### src/rtl/data_memory_arbiter.sv
// Two-port arbiter in front of the single-port data memory: one access per grant, registered responses.
// Optional build macro ROUND_ROBIN_EN alternates the winner on simultaneous requests (default: port 0 wins).
module data_memory_arbiter #(
    parameter int MEM_BYTES  = 65536,
    parameter int DATA_WIDTH = 32
) (
    input  logic                  clk,
    input  logic                  reset,
    input  logic                  m0_req,
    input  logic                  m0_we,
    input  logic [31:0]           m0_addr,
    input  logic [DATA_WIDTH-1:0] m0_wdata,
    output logic                  m0_ack,
    output logic                  m0_err,
    output logic [DATA_WIDTH-1:0] m0_rdata,
    input  logic                  m1_req,
    input  logic                  m1_we,
    input  logic [31:0]           m1_addr,
    input  logic [DATA_WIDTH-1:0] m1_wdata,
    output logic                  m1_ack,
    output logic                  m1_err,
    output logic [DATA_WIDTH-1:0] m1_rdata,
    output logic [31:0]           mem_address,
    output logic                  mem_memWrite,
    output logic [DATA_WIDTH-1:0] mem_writeData,
    input  logic [DATA_WIDTH-1:0] mem_readData,
    output logic                  busy
);

    typedef enum logic [1:0] {IDLE, ACCESS, RESP} state_t;

    state_t                state, state_nx;
    logic                  lat_port, lat_port_nx;
    logic                  lat_we, lat_we_nx;
    logic                  m0_ack_nx, m1_ack_nx, m0_err_nx, m1_err_nx;
    logic [DATA_WIDTH-1:0] m0_rdata_nx, m1_rdata_nx;
    logic [31:0]           mem_address_nx;
    logic                  mem_memWrite_nx;
    logic [DATA_WIDTH-1:0] mem_writeData_nx;
    logic                  win;
    logic [31:0]           sel_addr;
`ifdef ROUND_ROBIN_EN
    logic                  last_win, last_win_nx;
`endif

    function automatic logic addr_legal(input logic [31:0] a);
        return (a[1:0] == 2'b00) && (a <= 32'(MEM_BYTES - 4));
    endfunction

    always_comb begin
`ifdef ROUND_ROBIN_EN
        win = (m0_req && m1_req) ? ~last_win : m1_req;
`else
        win = ~m0_req;
`endif
        sel_addr = win ? m1_addr : m0_addr;
    end

    always_comb begin
        state_nx         = state;
        lat_port_nx      = lat_port;
        lat_we_nx        = lat_we;
        m0_ack_nx        = 1'b0;
        m1_ack_nx        = 1'b0;
        m0_err_nx        = 1'b0;
        m1_err_nx        = 1'b0;
        m0_rdata_nx      = m0_rdata;
        m1_rdata_nx      = m1_rdata;
        mem_address_nx   = mem_address;
        mem_memWrite_nx  = 1'b0;
        mem_writeData_nx = mem_writeData;
`ifdef ROUND_ROBIN_EN
        last_win_nx      = last_win;
`endif
        case (state)
            IDLE: begin
                if (m0_req || m1_req) begin
                    lat_port_nx = win;
                    lat_we_nx   = win ? m1_we : m0_we;
`ifdef ROUND_ROBIN_EN
                    last_win_nx = win;
`endif
                    if (addr_legal(sel_addr)) begin
                        mem_address_nx   = sel_addr;
                        mem_writeData_nx = win ? m1_wdata : m0_wdata;
                        mem_memWrite_nx  = win ? m1_we : m0_we;
                        state_nx         = ACCESS;
                    end else begin
                        // Illegal address: answer with an error straight away, memory untouched
                        if (win) begin
                            m1_ack_nx   = 1'b1;
                            m1_err_nx   = 1'b1;
                            m1_rdata_nx = '0;
                        end else begin
                            m0_ack_nx   = 1'b1;
                            m0_err_nx   = 1'b1;
                            m0_rdata_nx = '0;
                        end
                        state_nx = RESP;
                    end
                end
            end
            ACCESS: begin
                if (lat_port) begin
                    m1_ack_nx = 1'b1;
                    if (!lat_we) m1_rdata_nx = mem_readData;
                end else begin
                    m0_ack_nx = 1'b1;
                    if (!lat_we) m0_rdata_nx = mem_readData;
                end
                state_nx = RESP;
            end
            RESP: begin
                state_nx = IDLE;
            end
            default: begin
                state_nx = IDLE;
            end
        endcase
    end

    always_ff @(posedge clk or posedge reset) begin
        if (reset) begin
            state         <= IDLE;
            lat_port      <= 1'b0;
            lat_we        <= 1'b0;
            m0_ack        <= 1'b0;
            m1_ack        <= 1'b0;
            m0_err        <= 1'b0;
            m1_err        <= 1'b0;
            m0_rdata      <= '0;
            m1_rdata      <= '0;
            mem_address   <= '0;
            mem_memWrite  <= 1'b0;
            mem_writeData <= '0;
            busy          <= 1'b0;
`ifdef ROUND_ROBIN_EN
            last_win      <= 1'b0;
`endif
        end else begin
            state         <= state_nx;
            lat_port      <= lat_port_nx;
            lat_we        <= lat_we_nx;
            m0_ack        <= m0_ack_nx;
            m1_ack        <= m1_ack_nx;
            m0_err        <= m0_err_nx;
            m1_err        <= m1_err_nx;
            m0_rdata      <= m0_rdata_nx;
            m1_rdata      <= m1_rdata_nx;
            mem_address   <= mem_address_nx;
            mem_memWrite  <= mem_memWrite_nx;
            mem_writeData <= mem_writeData_nx;
            busy          <= (state_nx != IDLE);
`ifdef ROUND_ROBIN_EN
            last_win      <= last_win_nx;
`endif
        end
    end

endmodule

### config.mk
export PLATFORM = sky130hd
export DESIGN_NAME = data_memory_arbiter
export DESIGN_NICKNAME = d
export VERILOG_FILES = /design/src/rtl/data_memory_arbiter.sv
export SDC_FILE = /design/constraint.sdc
export NUM_CORES = 1
export LEC_CHECK = 0
export ABC_AREA = 0
export CAP_MARGIN = 0
export CORE_MARGIN = 2
export CORE_UTILIZATION = 35
export DETAILED_ROUTE_END_ITERATION = 16
export GPL_TIMING_DRIVEN = 0
export PLACE_DENSITY = 0.79
export SLEW_MARGIN = 20
export SYNTH_ARGS = -nofsm -noshare
export SYNTH_HDL_FRONTEND = slang
export SYNTH_SLANG_ARGS = --single-unit
### constraint.sdc
create_clock -name clk -period 4.55 [get_ports clk]
set_input_delay 0.6825 -clock clk [delete_from_list [all_inputs] [get_ports clk]]
set_output_delay 0.6825 -clock clk [all_outputs]
set_load 0.005 [all_outputs]
==> impl_metrics.csv, run 1 <==
group,metric,value,unit
sta,final-hold-violation-count,0,
synthesis,async_flop_share,100,%
run,max_cap_viol_count,0,
synthesis,synth.distinct_cells,33,
sta,finClkSkew,0.00546,ns
die,die_area,17300,µm²
clock_tree,cts_buffers,17,
clock_tree,clock_sinks,138,
sta,tightest_slew,0.670,ns
critical_path,cp_data_arrival_time,3.72,ns
synthesis,ys_seq_elements,138,
cells_and_area,regArea,3450,µm²
grt,grt_max_degree,89,
sta,slew_headroom,55.3,%
routing,final_antenna_net_count,0,
synthesis,synth_warnings,0,
grt,use_met1,24.3,%
sta,min_period,3.43,ns
synthesis,syn_nets,562,
die,start_util,35.7,%
critical_path,critPathMaxFanout,10,
sta,min_period_over_period,75.4,%
placed_design,gp_congestion,0.855,
routing,drc,0,
power,powerDensity,313,nW/µm²
clock_tree,cts_root_buf,"clkbuf_16",
cells_and_area,final_util,60.4,%
grt,antenna_found_initial,1,
routing,wirelength,18200,µm
die,die_y,131,µm
clock_tree,post_cts_buffers,0,
power,vdd_drop_max,245,µV
clock_tree,clk_pin_slew,0.06,ns
routing,post_drt_wl_per_cell,19.2,µm
grt,globalRouteMet3Util,6.40,%
routing,viasPerCell,4.94,
worst_hold_path,hold_path.startpoint,"m0_rdata[31]",
synthesis,netlist_instances,396,
die,ios,300,
critical_path,path_class,"in2reg",
worst_hold_path,min_to,"m0_rdata[31]",
cells_and_area,stdcell_area,9600,µm²
synthesis,synth_top_area_share,60.8,%
synthesis,synth_top_cell_by_area,"dfrtp_1",
clock_tree,htreeDepth,4,
sta,slew_viol_final,0,
routing,firstDrtPassIters,4,
worst_hold_path,worstHoldPathCells,1,
critical_path,required,4.84,ns
grt,grt_pass1_vias,5211,
synthesis,seq_area_frac_synth,60.8,%
critical_path,reg2reg_depth,7,
synthesis,synth_edf_count,0,
power,p_total,0.00300,W
sta,fmax,0.292,GHz
die,dieWidth,131,µm
synthesis,synthFlopType,"dfrtp_1",
grt,grt_pass1_wl,29200,µm
synthesis,syn_area,5680,µm²
clock_tree,clock_path_buffers,2,
routing,vias,4661,
critical_path,r2r_end,"m1_rdata[3]",
cells_and_area,multi_input_area,2080,µm²
sta,setup_ws,1.12,ns
grt,gr-usage-met2,38.9,%
critical_path,r2r_setup_slack,2.55,ns
worst_hold_path,hold_path_class,"reg2reg",
grt,busiest_layer,"met2",
synthesis,syn_area_per_cell,14.3,µm²
grt,grt_usage,21.9,%
clock_tree,clock_latency,0.41,ns
routing,dr.first_iter.drc_count,217,
cells_and_area,diodes,0,
synthesis,synth_area_leaders,"dfrtp_1, mux2_2, a22o_1, mux2_4, and2_1",
synthesis,synth_most_common_cell,"dfrtp_1",
grt,grt_overflow_total,0,
synthesis,synth_common_cells,"dfrtp_1, mux2_2, a22o_1, clkbuf_1, mux2_4",
sta,rsz0062_at_grt,"false",
die,core_area,15900,µm²
cells_and_area,drive_gt1_share,18.0,%
critical_path,endpoint_kind,"register",
die,rows,46,
placed_design,dp_hpwl,14000,µm
cells_and_area,syn_to_final_growth,69.1,%
sta,setup-violations-final,0,
critical_path,start_kind,"primary input",
placed_design,postPlaceCellArea,8970,µm²
clock_tree,cts_resized,0,
cells_and_area,final_nets,881,
clock_tree,cts-hold-fix-buffers,0,
cells_and_area,nFillCells,1279,
placed_design,dp_worst_setup_slack,0.612,ns
placed_design,port_buffers,299,
power,p_leak,4.30,nW
clock_tree,cts_tree,"done",
critical_path,rr_startpoint,"state[0]",
status,outcome,"complete, no violations",
-- critical path: stages --
cell             delay (ns)
clkdlybuf4s50_1        0.68
nor4b_1                0.50
nand3_1                0.16
a221o_1                0.48
or4_4                  0.56
buf_6                  0.19
buf_6                  0.17
mux2_4                 0.31
-- metal layers --
| layer | up-vias | part of all wire [%] |
|---|---|---|
| met2 | 210 | 52 |
| met4 | 0 | 3.1 |
| met3 | 35 | 6.8 |
| met1 | 2313 | 38 |
| li1 | 2103 | - |
| met5 | - | 0 |
-- metrics by stage --
stage / std cells / hold WS [ns] / setup TNS [ns]
after floorplan: 396 / 0.474 / 0
after global placement: 911 / 0.459 / -202.53
after detailed placement: 912 / 0.465 / 0
after CTS: 944 / 0.478 / 0
after global routing: 944 / 0.498 / 0
final: 944 / 0.473 / 0
-- cell families after synthesis --
kind of cell / count (synthesis) / synth area share (%)
flops: 138 / 60.8
simple gates: 53 / 5.33
compound gates: 80 / 11.5
buf+inv: 32 / 2.56
mux: 93 / 19.7
-- where the power goes --
part	total, W	internal [W]	switching (W)
clock network	0.00146	0.000922	0.000542
registers	0.00124	0.00124	0.00000531
logic	0.000294	0.000182	0.000112
-- layout make-up --
type                            count  area share (%)
Multi-Input combinational cell    226            21.6
Tap cell                          216            2.82
Clock buffer                       18            4.47
Clock inverter                     14            2.05
Timing Repair Buffer              300            31.5
Inverter                            4           0.235
Buffer                             28            1.36
Sequential cell                   138            36.0
-- sequential cells by signal, summed over array words and instances, names as in the netlist --
| register | cells |
|---|---|
| m0_rdata | 32 |
| m1_rdata | 32 |
| mem_address | 32 |
| mem_writeData | 32 |
| state | 2 |
| busy | 1 |
| lat_port | 1 |
| lat_we | 1 |
| m0_ack | 1 |
| m0_err | 1 |
| m1_ack | 1 |
| m1_err | 1 |
| mem_memWrite | 1 |
-- placed cells by master, fill, tap and decap left out, drive strengths merged --
cell	count
a31oi	3
a221o	1
nand3b	1
o2bb2ai	1
bufinv	4
and4b	1
dfrtp	138
nor3b	1
a22oi	1
and2	18
a21oi	6
mux2i	1
nand2b	1
and3	1
o21ai	4
or4	1
a2bb2oi	1
clkinv	8
nor4	7
clkbuf	40
nor2b	1
nand3	2
nand2	2
inv	6
a22o	62
nor3	4
mux2	92
nor2	12
clkdlybuf4s50	299
buf	7
nor4b	1
a21o	1
-- how the worst max path moves through the flow --
stage                      start                end
after global routing      m0_req   mem_writeData[2]
after detailed placement  m0_req   mem_writeData[4]
after floorplan            reset               busy
final                     m0_req  mem_writeData[16]
after CTS                 m0_req  mem_writeData[16]
after global placement     reset  mem_writeData[16]
Note: power is estimated with default switching activity, not from simulation.
==> inputs of run 2 (changes only) <==
- clock period: 4.55 -> 3.14 ns (I/O delays scaled with it)
==> run 2 against run 1 <==
Register-to-register slack got worse by 1.4 ns. Worst setup slack got worse by 0.83 ns. Clock skew up 0.0031 ns. Routed wire length rose by 0.56%. Power is 40% higher. Clock power increased by 36%. Flip-flop and latch count unchanged. Critical path depth unchanged. Largest cell class unchanged. Highest routed layer unchanged.
==> impl_metrics.csv, run 2 (synthesized netlist as in run 1, its figures left out) <==
group,metric,value,unit
clock_tree,clock_path_buffers,2,
cells_and_area,mostFrequentLayoutCell,"clkdlybuf4s50_1",
grt,grt_pass1_wl,29100,µm
cells_and_area,layoutNonFillerInstCount,947,
grt,grt_max_degree,37,
power,vdd_drop_max,402,µV
die,core_area,15900,µm²
critical_path,reg2reg_depth,5,
critical_path,path_class,"in2reg",
placed_design,dp.cells,915,
placed_design,postPlaceCellArea,9020,µm²
critical_path,crit_path_end,"mem_writeData[19]",
clock_tree,cts-hold-fix-buffers,0,
critical_path,critPathMaxFanout,10,
placed_design,gp_congestion,1.07,
cells_and_area,regArea,3450,µm²
sta,min_period_over_period,90.8,%
critical_path,endpoint_kind,"register",
grt,antenna_found_initial,1,
die,rows,46,
clock_tree,cts_buffers,17,
clock_tree,cts_root_buf,"clkbuf_16",
cells_and_area,final_cell_mix,"clkdlybuf4s50_1, dfrtp_1, mux2_2, a22o_1, clkbuf_1",
critical_path,r2r_setup_slack,1.11,ns
grt,grt_overflow_total,0,
sta,final-hold-violation-count,0,
critical_path,start_kind,"primary input",
clock_tree,htreeDepth,4,
cells_and_area,drive_gt1_share,18.2,%
critical_path,slowest_delay,0.56,ns
critical_path,slowest_stage,"or4_4",
routing,dr.first_iter.drc_count,141,
placed_design,dp_hpwl,14000,µm
power,powerDensity,438,nW/µm²
grt,grt_usage,21.6,%
die,die_y,131,µm
cells_and_area,stdcell_area,9610,µm²
clock_tree,clock_latency,0.41,ns
clock_tree,cts_resized,0,
clock_tree,post_cts_buffers,0,
routing,drc,0,
critical_path,crit_start,"m0_req",
power,p_leak,4.29,nW
critical_path,required,3.43,ns
critical_path,cp_cell_sequence,"clkdlybuf4s50_1 > nor4_1 > nand3_1 > a221o_1 > or4_4 > buf_6 > buf_6 > mux2_4",
die,ios,300,
die,die_area,17300,µm²
sta,slew_viol_final,0,
sta,fmax,0.351,GHz
cells_and_area,final_nets,884,
routing,wirelength,18300,µm
routing,vias,4636,
routing,final_antenna_net_count,0,
critical_path,cp_data_arrival_time,3.14,ns
sta,min_period,2.85,ns
critical_path,rr_startpoint,"state[0]",
sta,setup-violations-final,0,
critical_path,r2r_end,"m0_rdata[3]",
clock_tree,clock_sinks,138,
worst_hold_path,hold_path_class,"in2async",
critical_path,path_common_cell,"buf_6",
cells_and_area,multi_input_area,2080,µm²
grt,grt_pass1_vias,5175,
cells_and_area,syn_to_final_growth,69.3,%
status,outcome,"complete, no violations",
sta,rsz0062_at_grt,"false",
clock_tree,clk_pin_slew,0.05,ns
sta,tightest_slew,0.569,ns
sta,slew_headroom,62.0,%
clock_tree,cts_tree,"done",
routing,viasPerCell,4.90,
routing,post_drt_wl_per_cell,19.3,µm
grt,globalRouteMet3Util,8.41,%
sta,finClkSkew,0.00854,ns
grt,use_met1,25.7,%
die,dieWidth,131,µm
cells_and_area,nFillCells,1269,
run,max_cap_viol_count,0,
routing,firstDrtPassIters,4,
die,start_util,35.7,%
placed_design,port_buffers,299,
grt,busiest_layer,"met2",
grt,gr-usage-met2,35.4,%
## run 2: how the worst min path moves through the flow
stage	start	endpoint	slack, ns	cells past startpoint
6_report	reset	mem_address[26]	0.36	2
5_1_grt	reset	mem_address[30]	0.36	2
4_1_cts	reset	mem_address[26]	0.35	2
3_5_place_dp	m0_rdata[31]	m0_rdata[31]	0.47	1
3_3_place_gp	m0_rdata[31]	m0_rdata[31]	0.46	1
2_1_floorplan	m0_rdata[31]	m0_rdata[31]	0.47	1
## run 2: where the power goes
| group | internal, W | switching, W | total, W |
|---|---|---|---|
| combinational | 0.000270 | 0.000162 | 0.000432 |
| clock | 0.00123 | 0.000755 | 0.00198 |
| sequential | 0.00179 | 0.00000663 | 0.00180 |
## run 2: through the flow
stage                     power [W]  worst slack, ns  hold WS (ns)  setup TNS (ns)  utilization, %
after global placement      0.00224           -0.189         0.458          -28.91            56.3
after floorplan             0.00197            0.687         0.474               0               -
final                       0.00421            0.290         0.358               0            60.5
after detailed placement    0.00227           -0.176         0.467           -6.38            56.8
after CTS                   0.00426            0.264         0.346               0            60.5
after global routing        0.00437            0.161         0.358               0            60.5
## run 2: metal layers
| layer | wire length [µm] | share of wire, % | vias to the layer above |
|---|---|---|---|
| met5 | 0 | 0 | - |
| met3 | 1500 | 8.2 | 31 |
| met4 | 481 | 2.6 | 0 |
| met2 | 8940 | 49 | 205 |
| li1 | - | - | 2106 |
| met1 | 7350 | 40 | 2294 |
## run 2: layout make-up
class                           count  area share [%]
Inverter                            4           0.195
Buffer                             28            1.35
Sequential cell                   138            35.9
Tap cell                          216            2.81
Timing Repair Buffer              303            32.0
Clock buffer                       21            4.89
Antenna cell                        1          0.0260
Multi-Input combinational cell    226            21.6
Clock inverter                     10            1.21
## run 2: critical path, delay by kind of cell
family          cells  cell delay (ns)
simple gates        3             0.99
compound gates      1             0.50
buf+inv             3             0.89
mux                 1             0.30
==> inputs of run 3 (changes only) <==
- SLEW_MARGIN: 20 -> default
==> run 3 against run 2 <==
Core utilization grew 0.60 points. Final cell count shrank 0.11%. Global-route usage is essentially flat. First-iteration DRC count grew 60%. Routed wire length grew 0.24%. Clock power grew 20%. Clock-buffer cell count shrank 3. Register-to-register slack lost 0.07 ns. Clock skew shrank 0.0015 ns. Die area is the same. Flip-flop and latch count is the same. Maximum frequency shrank 4.2%.
==> impl_metrics.csv, run 3 (synthesized netlist as in run 1, its figures left out) <==
group,metric,value,unit
status,outcome,"complete, no violations",
clock_tree,clock_latency,0.41,ns
routing,vias,4694,
cells_and_area,final_nets,883,
placed_design,gp_congestion,1.07,
grt,busiest_layer,"met2",
critical_path,crit_path_end,"mem_writeData[12]",
power,p_clk_share,51.6,%
clock_tree,cts_resized,0,
critical_path,r2r_setup_slack,1.04,ns
sta,slew_viol_final,0,
cells_and_area,multi_input_area,2080,µm²
critical_path,path_class,"in2reg",
sta,tns,0,ns
power,p_leak,4.34,nW
placed_design,dp_worst_setup_slack,-0.185,ns
die,die_area,17300,µm²
routing,firstDrtPassIters,4,
grt,grt_overflow_total,0,
power,p_total,0.00461,W
critical_path,endpoint_kind,"register",
routing,final_antenna_net_count,0,
power,p_switching,0.000950,W
sta,tightest_slew,0.657,ns
worst_hold_path,hold_path.startpoint,"m0_rdata[31]",
grt,antenna_found_initial,1,
routing,post_drt_wl_per_cell,19.4,µm
critical_path,reg2reg_depth,5,
die,die_y,131,µm
routing,viasPerCell,4.96,
clock_tree,clock_path_buffers,2,
critical_path,slowest_delay,0.57,ns
cells_and_area,regArea,3450,µm²
power,p_int,0.00366,W
clock_tree,cts_root_buf,"clkbuf_16",
cells_and_area,final_util,61.1,%
clock_tree,clk_pin_slew,0.06,ns
die,core_area,15900,µm²
sta,min_period_over_period,94.8,%
run,max_cap_viol_count,0,
critical_path,crit_start,"m0_req",
power,p_comb_share,9.3,%
cells_and_area,nFillCells,1223,
power,swShare,20.6,%
critical_path,required,3.43,ns
clock_tree,cts_buffers,17,
sta,slew_headroom,56.1,%
placed_design,port_buffers,299,
routing,dr.first_iter.drc_count,225,
sta,setup_ws,0.164,ns
clock_tree,htreeDepth,4,
power,powerDensity,475,nW/µm²
sta,finClkSkew,0.00707,ns
die,start_util,35.7,%
routing,wirelength,18300,µm
critical_path,r2r_end,"m0_rdata[2]",
sta,setup-violations-final,0,
grt,grt_max_degree,42,
cells_and_area,syn_to_final_growth,71.0,%
critical_path,rr_startpoint,"state[0]",
sta,final-hold-violation-count,0,
grt,grt_pass1_vias,5152,
sta,min_period,2.98,ns
routing,drc,0,
critical_path,slowest_stage,"or4_4",
placed_design,dp_hpwl,14200,µm
cells_and_area,mostFrequentLayoutCell,"clkdlybuf4s50_1",
power,seq_power_share,39.1,%
die,dieWidth,131,µm
grt,gr-usage-met2,36.7,%
grt,grt_usage,21.6,%
power,vdd_drop_max,341,µV
critical_path,cp_data_arrival_time,3.27,ns
sta,rsz0062_at_grt,"false",
clock_tree,cts-hold-fix-buffers,0,
grt,globalRouteMet3Util,7.79,%
cells_and_area,final_cell_mix,"clkdlybuf4s50_1, dfrtp_1, mux2_2, a22o_1, clkbuf_1",
critical_path,start_kind,"primary input",
clock_tree,clock_sinks,138,
sta,fmax,0.336,GHz
critical_path,cp_cell_sequence,"clkdlybuf4s50_1 > nor4_1 > nand3_1 > a221o_1 > or4_4 > buf_6 > buf_6 > mux2_4",
grt,use_met1,25.3,%
worst_hold_path,hold_path_class,"reg2reg",
cells_and_area,drive_gt1_share,18.2,%
critical_path,critPathMaxFanout,10,
clock_tree,post_cts_buffers,0,
critical_path,path_common_cell,"buf_6",
die,ios,300,
clock_tree,cts_tree,"done",
die,rows,46,
grt,grt_pass1_wl,29000,µm
[run 3: changes by cell type in the layout (fill, tap and decap cells not counted), sizes merged]
cell      change
clkbuf        -3
buf           -1
clkinv        -2
bufinv        +5
clkinvlp      -2
inv           +2
[run 3: per-stage QoR]
step           area, µm²  hold WS (ns)  instances
2_1_floorplan       5680         0.474        396
3_3_place_gp        8940         0.458        911
3_5_place_dp        9000         0.467        914
4_1_cts             9710         0.479        945
5_1_grt             9710         0.495        946
6_report            9710         0.478        946
[run 3: layout make-up]
cell class / count / share of cell area, %
antenna: 1 / 0.0258
clock buffer: 18 / 4.52
buffer: 28 / 1.34
timing repair buffer: 302 / 31.4
multi-input combinational: 226 / 21.4
inverter: 4 / 0.193
tap: 216 / 2.78
sequential: 138 / 35.6
clock inverter: 13 / 2.71
[run 3: worst min-delay path by stage]
stage                    to  slack, ns  cells past startpoint
2_1_floorplan  m0_rdata[31]       0.47                      1
3_3_place_gp   m0_rdata[31]       0.46                      1
3_5_place_dp   m0_rdata[31]       0.47                      1
4_1_cts        m0_rdata[31]       0.48                      1
5_1_grt        m0_rdata[31]       0.50                      1
6_report       m0_rdata[31]       0.48                      1
[run 3: power by group through the flow]
stage	registers, W	clock network, W	logic (W)
2_1_floorplan	0.00183	0	0.000142
3_3_place_gp	0.00183	0	0.000411
3_5_place_dp	0.00183	0	0.000431
4_1_cts	0.00180	0.00242	0.000434
5_1_grt	0.00180	0.00251	0.000462
6_report	0.00180	0.00238	0.000429
[run 3: per-layer routing]
| metal | vias up | wire (µm) |
|---|---|---|
| li1 | 2100 | - |
| met3 | 42 | 1510 |
| met1 | 2317 | 7260 |
| met5 | - | 0 |
| met4 | 0 | 440 |
| met2 | 235 | 9100 |
[run 3: worst max-delay path: cells and delay by family]
family / cells / cell delay [ns]
simple gates: 3 / 1.07
buf+inv: 3 / 0.90
compound gates: 1 / 0.52
mux: 1 / 0.31
